[config.mk]
export PLATFORM = sky130hd
export DESIGN_NAME = pipeline_hazard_ctrl
export DESIGN_NICKNAME = d
export VERILOG_FILES = /design/src/rtl/pipeline_hazard_ctrl.sv
export SDC_FILE = /design/constraint.sdc
export NUM_CORES = 1
export LEC_CHECK = 0
export CAP_MARGIN = 30
export CELL_PAD_IN_SITES_DETAIL_PLACEMENT = 0
export CELL_PAD_IN_SITES_GLOBAL_PLACEMENT = 2
export CORE_ASPECT_RATIO = 1.75
export CORE_UTILIZATION = 24
export CTS_BUF_LIST = sky130_fd_sc_hd__clkbuf_8
export DETAILED_ROUTE_END_ITERATION = 10
export HOLD_SLACK_MARGIN = 0.12
export PLACE_DENSITY_LB_ADDON = 0.1
export SLEW_MARGIN = 5
export SYNTH_ARGS = -nofsm -noshare
export SYNTH_HDL_FRONTEND = slang
export SYNTH_SLANG_ARGS = --single-unit
[constraint.sdc]
create_clock -name clk -period 2.1 [get_ports clk]
set_clock_uncertainty 0.1 [all_clocks]
set_input_delay 0.42 -clock clk [delete_from_list [all_inputs] [get_ports clk]]
set_output_delay 0.42 -clock clk [all_outputs]
set_load 0.02 [all_outputs]
[src/rtl/pipeline_hazard_ctrl.sv]
// Pipeline hazard controller for the ID/EX/WB stage register bank.
// It detects load-use hazards and taken-branch redirects, and drives the PC
// enable, ID hold and bubble/squash controls. It also latches the operand
// forward selects, halts on a non-zero tohost write and keeps saturating
// stall/flush counters.
module pipeline_hazard_ctrl #(
  parameter int CNT_W = 16
) (
  input  logic             clk,
  input  logic             rst_n,
  input  logic [4:0]       rs1_ID,
  input  logic [4:0]       rs2_ID,
  input  logic             rs1_used_ID,
  input  logic             rs2_used_ID,
  input  logic [4:0]       rd_EX,
  input  logic             WrEn_RF_EX,
  input  logic             is_load_EX,
  input  logic [4:0]       rd_WB,
  input  logic             WrEn_RF_WB,
  input  logic             PC_Mux_EX,
  input  logic             tohost_we,
  input  logic [31:0]      csrw_result,
  output logic             pc_en,
  output logic             id_en,
  output logic             flush_id,
  output logic             flush_ex,
  output logic [1:0]       fwd_a_EX,
  output logic [1:0]       fwd_b_EX,
  output logic             halted,
  output logic [CNT_W-1:0] stall_cycles,
  output logic [CNT_W-1:0] flush_cycles
);

  typedef enum logic [1:0] {
    RUN   = 2'd0,
    REDIR = 2'd1,
    HALT  = 2'd2
  } state_t;

  state_t state;
  state_t state_nxt;
  logic   lu;
  logic   hr;
  logic   stall_inc;
  logic   flush_inc;

  // A load in EX whose destination feeds an operand used in ID cannot be
  // forwarded in time; x0 never creates a dependency.
  assign lu = is_load_EX & WrEn_RF_EX & (rd_EX != 5'd0) &
              ((rs1_used_ID & (rs1_ID == rd_EX)) |
               (rs2_used_ID & (rs2_ID == rd_EX)));

  // Only a non-zero value written to tohost ends the run.
  assign hr = tohost_we & (csrw_result != 32'd0);

  // Forward select for one operand: the younger EX producer wins over WB.
  function automatic logic [1:0] fwd_sel(
    input logic       used,
    input logic [4:0] rs,
    input logic [4:0] rd_ex,
    input logic       we_ex,
    input logic [4:0] rd_wb,
    input logic       we_wb
  );
    logic [1:0] sel;
    sel = 2'b00;
    if (used && (rs != 5'd0)) begin
      if (we_ex && (rd_ex == rs)) begin
        sel = 2'b01;
      end else if (we_wb && (rd_wb == rs)) begin
        sel = 2'b10;
      end
    end
    return sel;
  endfunction

  // Sequencing controls and next state; the defaults double as the
  // safe values held while reset is asserted and while halted.
  always_comb begin
    pc_en     = 1'b0;
    id_en     = 1'b0;
    flush_id  = 1'b1;
    flush_ex  = 1'b1;
    state_nxt = state;
    stall_inc = 1'b0;
    flush_inc = 1'b0;
    if (rst_n) begin
      case (state)
        RUN: begin
          flush_ex = 1'b0;
          if (hr) begin
            state_nxt = HALT;
          end else if (PC_Mux_EX) begin
            pc_en     = 1'b1;
            id_en     = 1'b1;
            flush_inc = 1'b1;
            state_nxt = REDIR;
          end else if (lu) begin
            stall_inc = 1'b1;
          end else begin
            pc_en    = 1'b1;
            id_en    = 1'b1;
            flush_id = 1'b0;
          end
        end
        REDIR: begin
          flush_ex = 1'b0;
          if (hr) begin
            state_nxt = HALT;
          end else begin
            pc_en     = 1'b1;
            id_en     = 1'b1;
            flush_inc = 1'b1;
            state_nxt = RUN;
          end
        end
        HALT: begin
          state_nxt = HALT;
        end
        default: begin
          state_nxt = RUN;
        end
      endcase
    end
  end

  // State register plus the halted flag, which tracks entry into HALT.
  always_ff @(posedge clk or negedge rst_n) begin
    if (!rst_n) begin
      state  <= RUN;
      halted <= 1'b0;
    end else begin
      state  <= state_nxt;
      halted <= (state_nxt == HALT);
    end
  end

  // Forward selects travel into EX with the operands; bubbles carry 00.
  always_ff @(posedge clk or negedge rst_n) begin
    if (!rst_n) begin
      fwd_a_EX <= 2'b00;
      fwd_b_EX <= 2'b00;
    end else if (flush_id || !id_en) begin
      fwd_a_EX <= 2'b00;
      fwd_b_EX <= 2'b00;
    end else begin
      fwd_a_EX <= fwd_sel(rs1_used_ID, rs1_ID, rd_EX, WrEn_RF_EX, rd_WB, WrEn_RF_WB);
      fwd_b_EX <= fwd_sel(rs2_used_ID, rs2_ID, rd_EX, WrEn_RF_EX, rd_WB, WrEn_RF_WB);
    end
  end

  // Saturating performance counters; HALT never raises an increment.
  always_ff @(posedge clk or negedge rst_n) begin
    if (!rst_n) begin
      stall_cycles <= '0;
      flush_cycles <= '0;
    end else begin
      if (stall_inc && (stall_cycles != {CNT_W{1'b1}})) begin
        stall_cycles <= stall_cycles + CNT_W'(1);
      end
      if (flush_inc && (flush_cycles != {CNT_W{1'b1}})) begin
        flush_cycles <= flush_cycles + CNT_W'(1);
      end
    end
  end

endmodule

# Word level (Yosys, flattened, before mapping)
# Index checks and enable logic that the tools add are counted.
# word_totals
output_inout_bits	41
reg_bits	39
in_bits	61
elab_cells	76
# op_classes
n_bitwise	7
mux	34
eq_ne	11
n_reduce_logical	16
n_addsub	2
# op_table
op	count
$add 16x1->16 const B	2
$ne 16x16->1 const B	2
$reduce_bool 32->1	1
$eq 5x5->1	6
$mux 2	12
$mux 1	19
$reduce_bool 5->1	3
$logic_and 1x1->1	8
$and 1x1->1	6
$pmux 2 s3	1
$eq 2x2->1 const B	2
$pmux 1 s2	2
$eq 2x1->1 const B	1
$logic_not 2->1	1
$reduce_or 2->1	1
$logic_not 1->1	1
$logic_or 1x1->1	1
$or 1x1->1	1

# Logic depth before layout (Yosys ltp)
# Gate-level depths: netlist (run 1).
# logic_depth
depth_word	12
ltp_mapped	7

# Least setup slack after synthesis (run 1)
# OpenSTA, ideal clock, no wires.
# synth_timing
path_kind	input to output
start	in rd_EX[0]
end	out pc_en
arrival_ns	1.794
cell_stages	4
slack_ns	-0.214
path_cell_list	or3_1 -> o311a_1 -> a31oi_1 -> buf_4
# synth_between
elab_chain_len	9
# synth_lines
element	line	rtl
start, declared	15	input logic [4:0] rd_EX,
$eq 5x5->1, on equally long branches	50, 51	
$and 1x1->1, on equally long branches	50, 51	
$or 1x1->1	50	((rs1_used_ID & (rs1_ID == rd_EX)) |
$and 1x1->1 *	49	assign lu = is_load_EX & WrEn_RF_EX & (rd_EX != 5'd0) &
$mux 1 * (3 in series)	--	
$pmux 1 s2 *	--	
$mux 1 *	--	
end, declared	23	output logic pc_en,
# Mark *: on every way between the ends. The rest lies on a longest branch, timed or not.

# Worst setup path in the final report (run 1)
# layout_timing
start	in rd_EX[2]
end	out pc_en
# layout_between
elab_chain_len	9
# layout_lines
element	line	rtl
$eq 5x5->1, on equally long branches	50, 51	
$and 1x1->1, on equally long branches	50, 51	
$or 1x1->1	50	
$and 1x1->1 *	49	
$mux 1 *	98	end else if (lu) begin
$mux 1 *	93	end else if (PC_Mux_EX) begin
$mux 1 *	91	if (hr) begin
$pmux 1 s2 *	88	case (state)
$mux 1 *	87	if (rst_n) begin
# Marks and branches as above.

==> impl_metrics.ini, run 1 <==
[sta]
period_needed_ns = 2.15
slew_viol_final = 0
fmax_ghz = 0.465
timing.hold.ws_ns = 0.115
period_share = 1.02
fin_ws_ns = -0.0483
slew_headroom = 0.620
rsz0062_at_grt = true
finalHoldViolCount = 0
worst_pin_slew_ns = 0.569
finalSetupViolCount = 4

[synthesis]
yosys_warnings = 0
synth.avg_cell_area_um2 = 9.69
synth_top_cell_area_share = 0.452
netlist_instances = 223
yosysTopAreaCell = dfrtp_1
synth_ff_type = dfrtp_1
ys_top_cells_by_area = dfrtp_1 45%, xnor2_1 11%, xor2_1 8.9%, nand3_1 4.6%, nor4_1 3.8%
synth-seq-cells = 39
seq_area_frac_synth = 0.452
ys_async_sr_fraction = 1.00
syn_nets = 286
synth_edf_count = 0
syn_area_mm2 = 0.00216
ys_types = 32

[critical_path]
r2r_end = flush_cycles[15]
cp_slowest_cell = o311a_4
cpMostUsedCell = buf_6
crit_start = rd_EX[2]
start_kind = input pin
r2r_slack_ns = 0.14
endpoint = pc_en
required_ns = 1.58
cp-end-kind = primary output
crit_path_max_fanout = 3
rr_startpoint = flush_cycles[0]
path_cells = buf_6, or3_4, o311a_4, a31oi_4, buf_6
crit_buf_inv = 2
arrival_ns = 1.63
ff2ff_path_depth = 6
cpLargestDelayFamily = compound AO/OA/AOI/OAI gates
setup.worst_path.class = input pin to primary output
crit_path_max_incr_delay_ns = 0.39
path_depth = 5

[power]
switching_share = 0.271
leakagePower_nw = 1.85
seq_power_share = 0.463
power-per-cell-area_mw_per_mm2 = 412
power.switching_mw = 0.454
comb_power_share = 0.236
internal_power_mw = 1.22
peakVddDrop_mv = 0.310
power_frac_clock = 0.301

[place]
place.port_buffers = 101
gp_congestion = 0.774
postPlaceCellArea_mm2 = 0.00373
dp_hpwl_um = 5690

[routing]
vias = 2312
via_per_inst = 4.52
routedWlPerCell_um = 14.2
remaining_drc_errors = 0
routed_wirelength_um = 7260
drt_first_pass_iters = 4
ant_nets = 0
drt-initial-drc-count = 54

[run]
maxCapViolCount = 0

[clock_tree]
numCtsBuffers = 5
cts_tree = built
clock_sinks = 39
cts_buffer_depth = 2
htreeDepth = 2
clock_latency_ns = 0.29
hold_buffers = 0
path_clk_slew_ns = 0.08
cts-root-buf = clkbuf_8

[worst_hold_path]
hold_path_class = input pin to async pin

[cells_and_area]
nets = 457
area_growth_pct = 88.3
drive_gt1_frac = 0.392
diodes = 0
final_area_mm2 = 0.00407

[floorplanning]
start_util = 0.248
chipHeight_um = 128
io_pins = 102
core_mm2 = 0.00873
die_width_um = 73.7
rows = 45
dieArea_mm2 = 0.00940

[run_status]
violations = negative setup slack
status = finished, violations left

[global_route]
grt_max_degree = 43
antenna_found_initial = 0
grt_pass1_wl_um = 11700
grt_pass1_vias = 2403
grt-ovfl-total = 0
grt_usage = 0.167
==> kinds of logic after synthesis <==
logic type | Yosys count | synth area share
AOI/OAI and AO/OA | 11 | 0.0365
DFF | 39 | 0.452
adders and majority gates | 2 | 0.0116
buffers and inverters | 12 | 0.0237
and+or+nand+nor | 106 | 0.257
xor gates and xnor gates | 48 | 0.195
muxes | 5 | 0.0249
==> metrics by stage <==
step | instances | TNS (ns) | util | setup WS, ns | total power, mW
after floorplan | 223 | 0 | - | 0.00872 | 0.893
after CTS | 512 | -0.185 | 0.447 | -0.0569 | 1.69
after detailed placement | 492 | -20.08 | 0.427 | -0.958 | 1.16
after global placement | 492 | -19.94 | 0.427 | -0.943 | 1.16
final | 512 | -0.129 | 0.466 | -0.0483 | 1.68
after global routing | 512 | -0.564 | 0.466 | -0.0918 | 1.77
==> cell usage in the layout (no fill, tap or decap), types with 3 or more instances in the layout <==
cell type	instances
clkdlybuf4s50_1	48
nand2_1	16
buf_6	13
nor4_1	3
nand3_1	18
dfrtp_1	39
inv_1	10
nor3_1	6
nor3_4	3
buf_2	20
nor3_2	7
clkbuf_2	5
nor4_4	5
nor2_1	12
xnor2_1	20
and3_1	4
nor2_2	3
clkdlybuf4s15_1	7
dlygate4sd2_1	9
xor2_1	22
mux2_2	3
nand4_1	12
nor4_2	5
clkbuf_8	5
xnor2_2	6
buf_4	64
==> timing repair <==
item,CTS,global route
gates resized for setup,162,42
pin swaps,27,23
buffers inserted,12,0
endpoints found under the setup margin,36,24
==> metal layers <==
metal / global-route usage / share of wire / up-vias
li1: - / - / 1135
met4: 0.0690 / 0.026 / 0
met5: 0 / 0 / -
met3: 0.0284 / 0.030 / 11
met1: 0.164 / 0.35 / 1104
met2: 0.327 / 0.60 / 62
==> layout make-up <==
cell class,instances,area (µm²)
clock buffers,5,68.8
inverters,9,33.8
clock inverters,3,16.3
fillers,919,4660
well taps,117,146
multi-input cells,172,1430
repair buffers,167,1400
flip-flops and latches,39,976
==> cell usage after synthesis, types with 3 or more instances <==
cell / number
and3_1: 4
dfrtp_1: 39
inv_1: 9
mux2_2: 3
nand2_1: 18
nand3_1: 20
nand4_1: 12
nor2_1: 15
nor3_1: 15
nor4_1: 13
xnor2_1: 26
xor2_1: 22
==> worst min-delay path by stage <==
stage,to,from,depth (start not counted)
after floorplan,flush_cycles[0],rst_n,0
after global placement,stall_cycles[15],stall_cycles[15],1
after detailed placement,flush_cycles[15],flush_cycles[15],1
after CTS,flush_cycles[9],rst_n,2
after global routing,flush_cycles[0],rst_n,2
final,flush_cycles[0],rst_n,2
==> power groups by stage <==
stage / combinational [mW] / sequential [mW] / clock, mW
after floorplan: 0.0757 / 0.818 / 0
after global placement: 0.366 / 0.791 / 0
after detailed placement: 0.368 / 0.792 / 0
after CTS: 0.379 / 0.777 / 0.532
after global routing: 0.431 / 0.779 / 0.564
final: 0.396 / 0.777 / 0.504
==> flip-flops by register name (all words and copies together) (netlist names) <==
signal,cells
flush_cycles,16
fwd_a_EX,2
fwd_b_EX,2
halted,1
stall_cycles,16
state,2
==> worst register-to-register path: stages (launching register included) <==
cell     delay (ns)
dfrtp_1        0.40
ha_1           0.23
nand4_1        0.22
o41ai_4        0.10
or4b_4         0.55
nor3_4         0.14
xor2_1         0.15
Power figures use the tool's default switching activity.
==> run 2: changes to the inputs <==
--- a/config.mk
+++ b/config.mk
@@ -5,6 +5,7 @@
 export SDC_FILE = /design/constraint.sdc
 export NUM_CORES = 1
 export LEC_CHECK = 0
+export ABC_AREA = 0
 export CAP_MARGIN = 30
 export CELL_PAD_IN_SITES_DETAIL_PLACEMENT = 0
 export CELL_PAD_IN_SITES_GLOBAL_PLACEMENT = 2
==> results of run 2 <==
The final DEF is identical to that of run 1; final timing and power are the same.
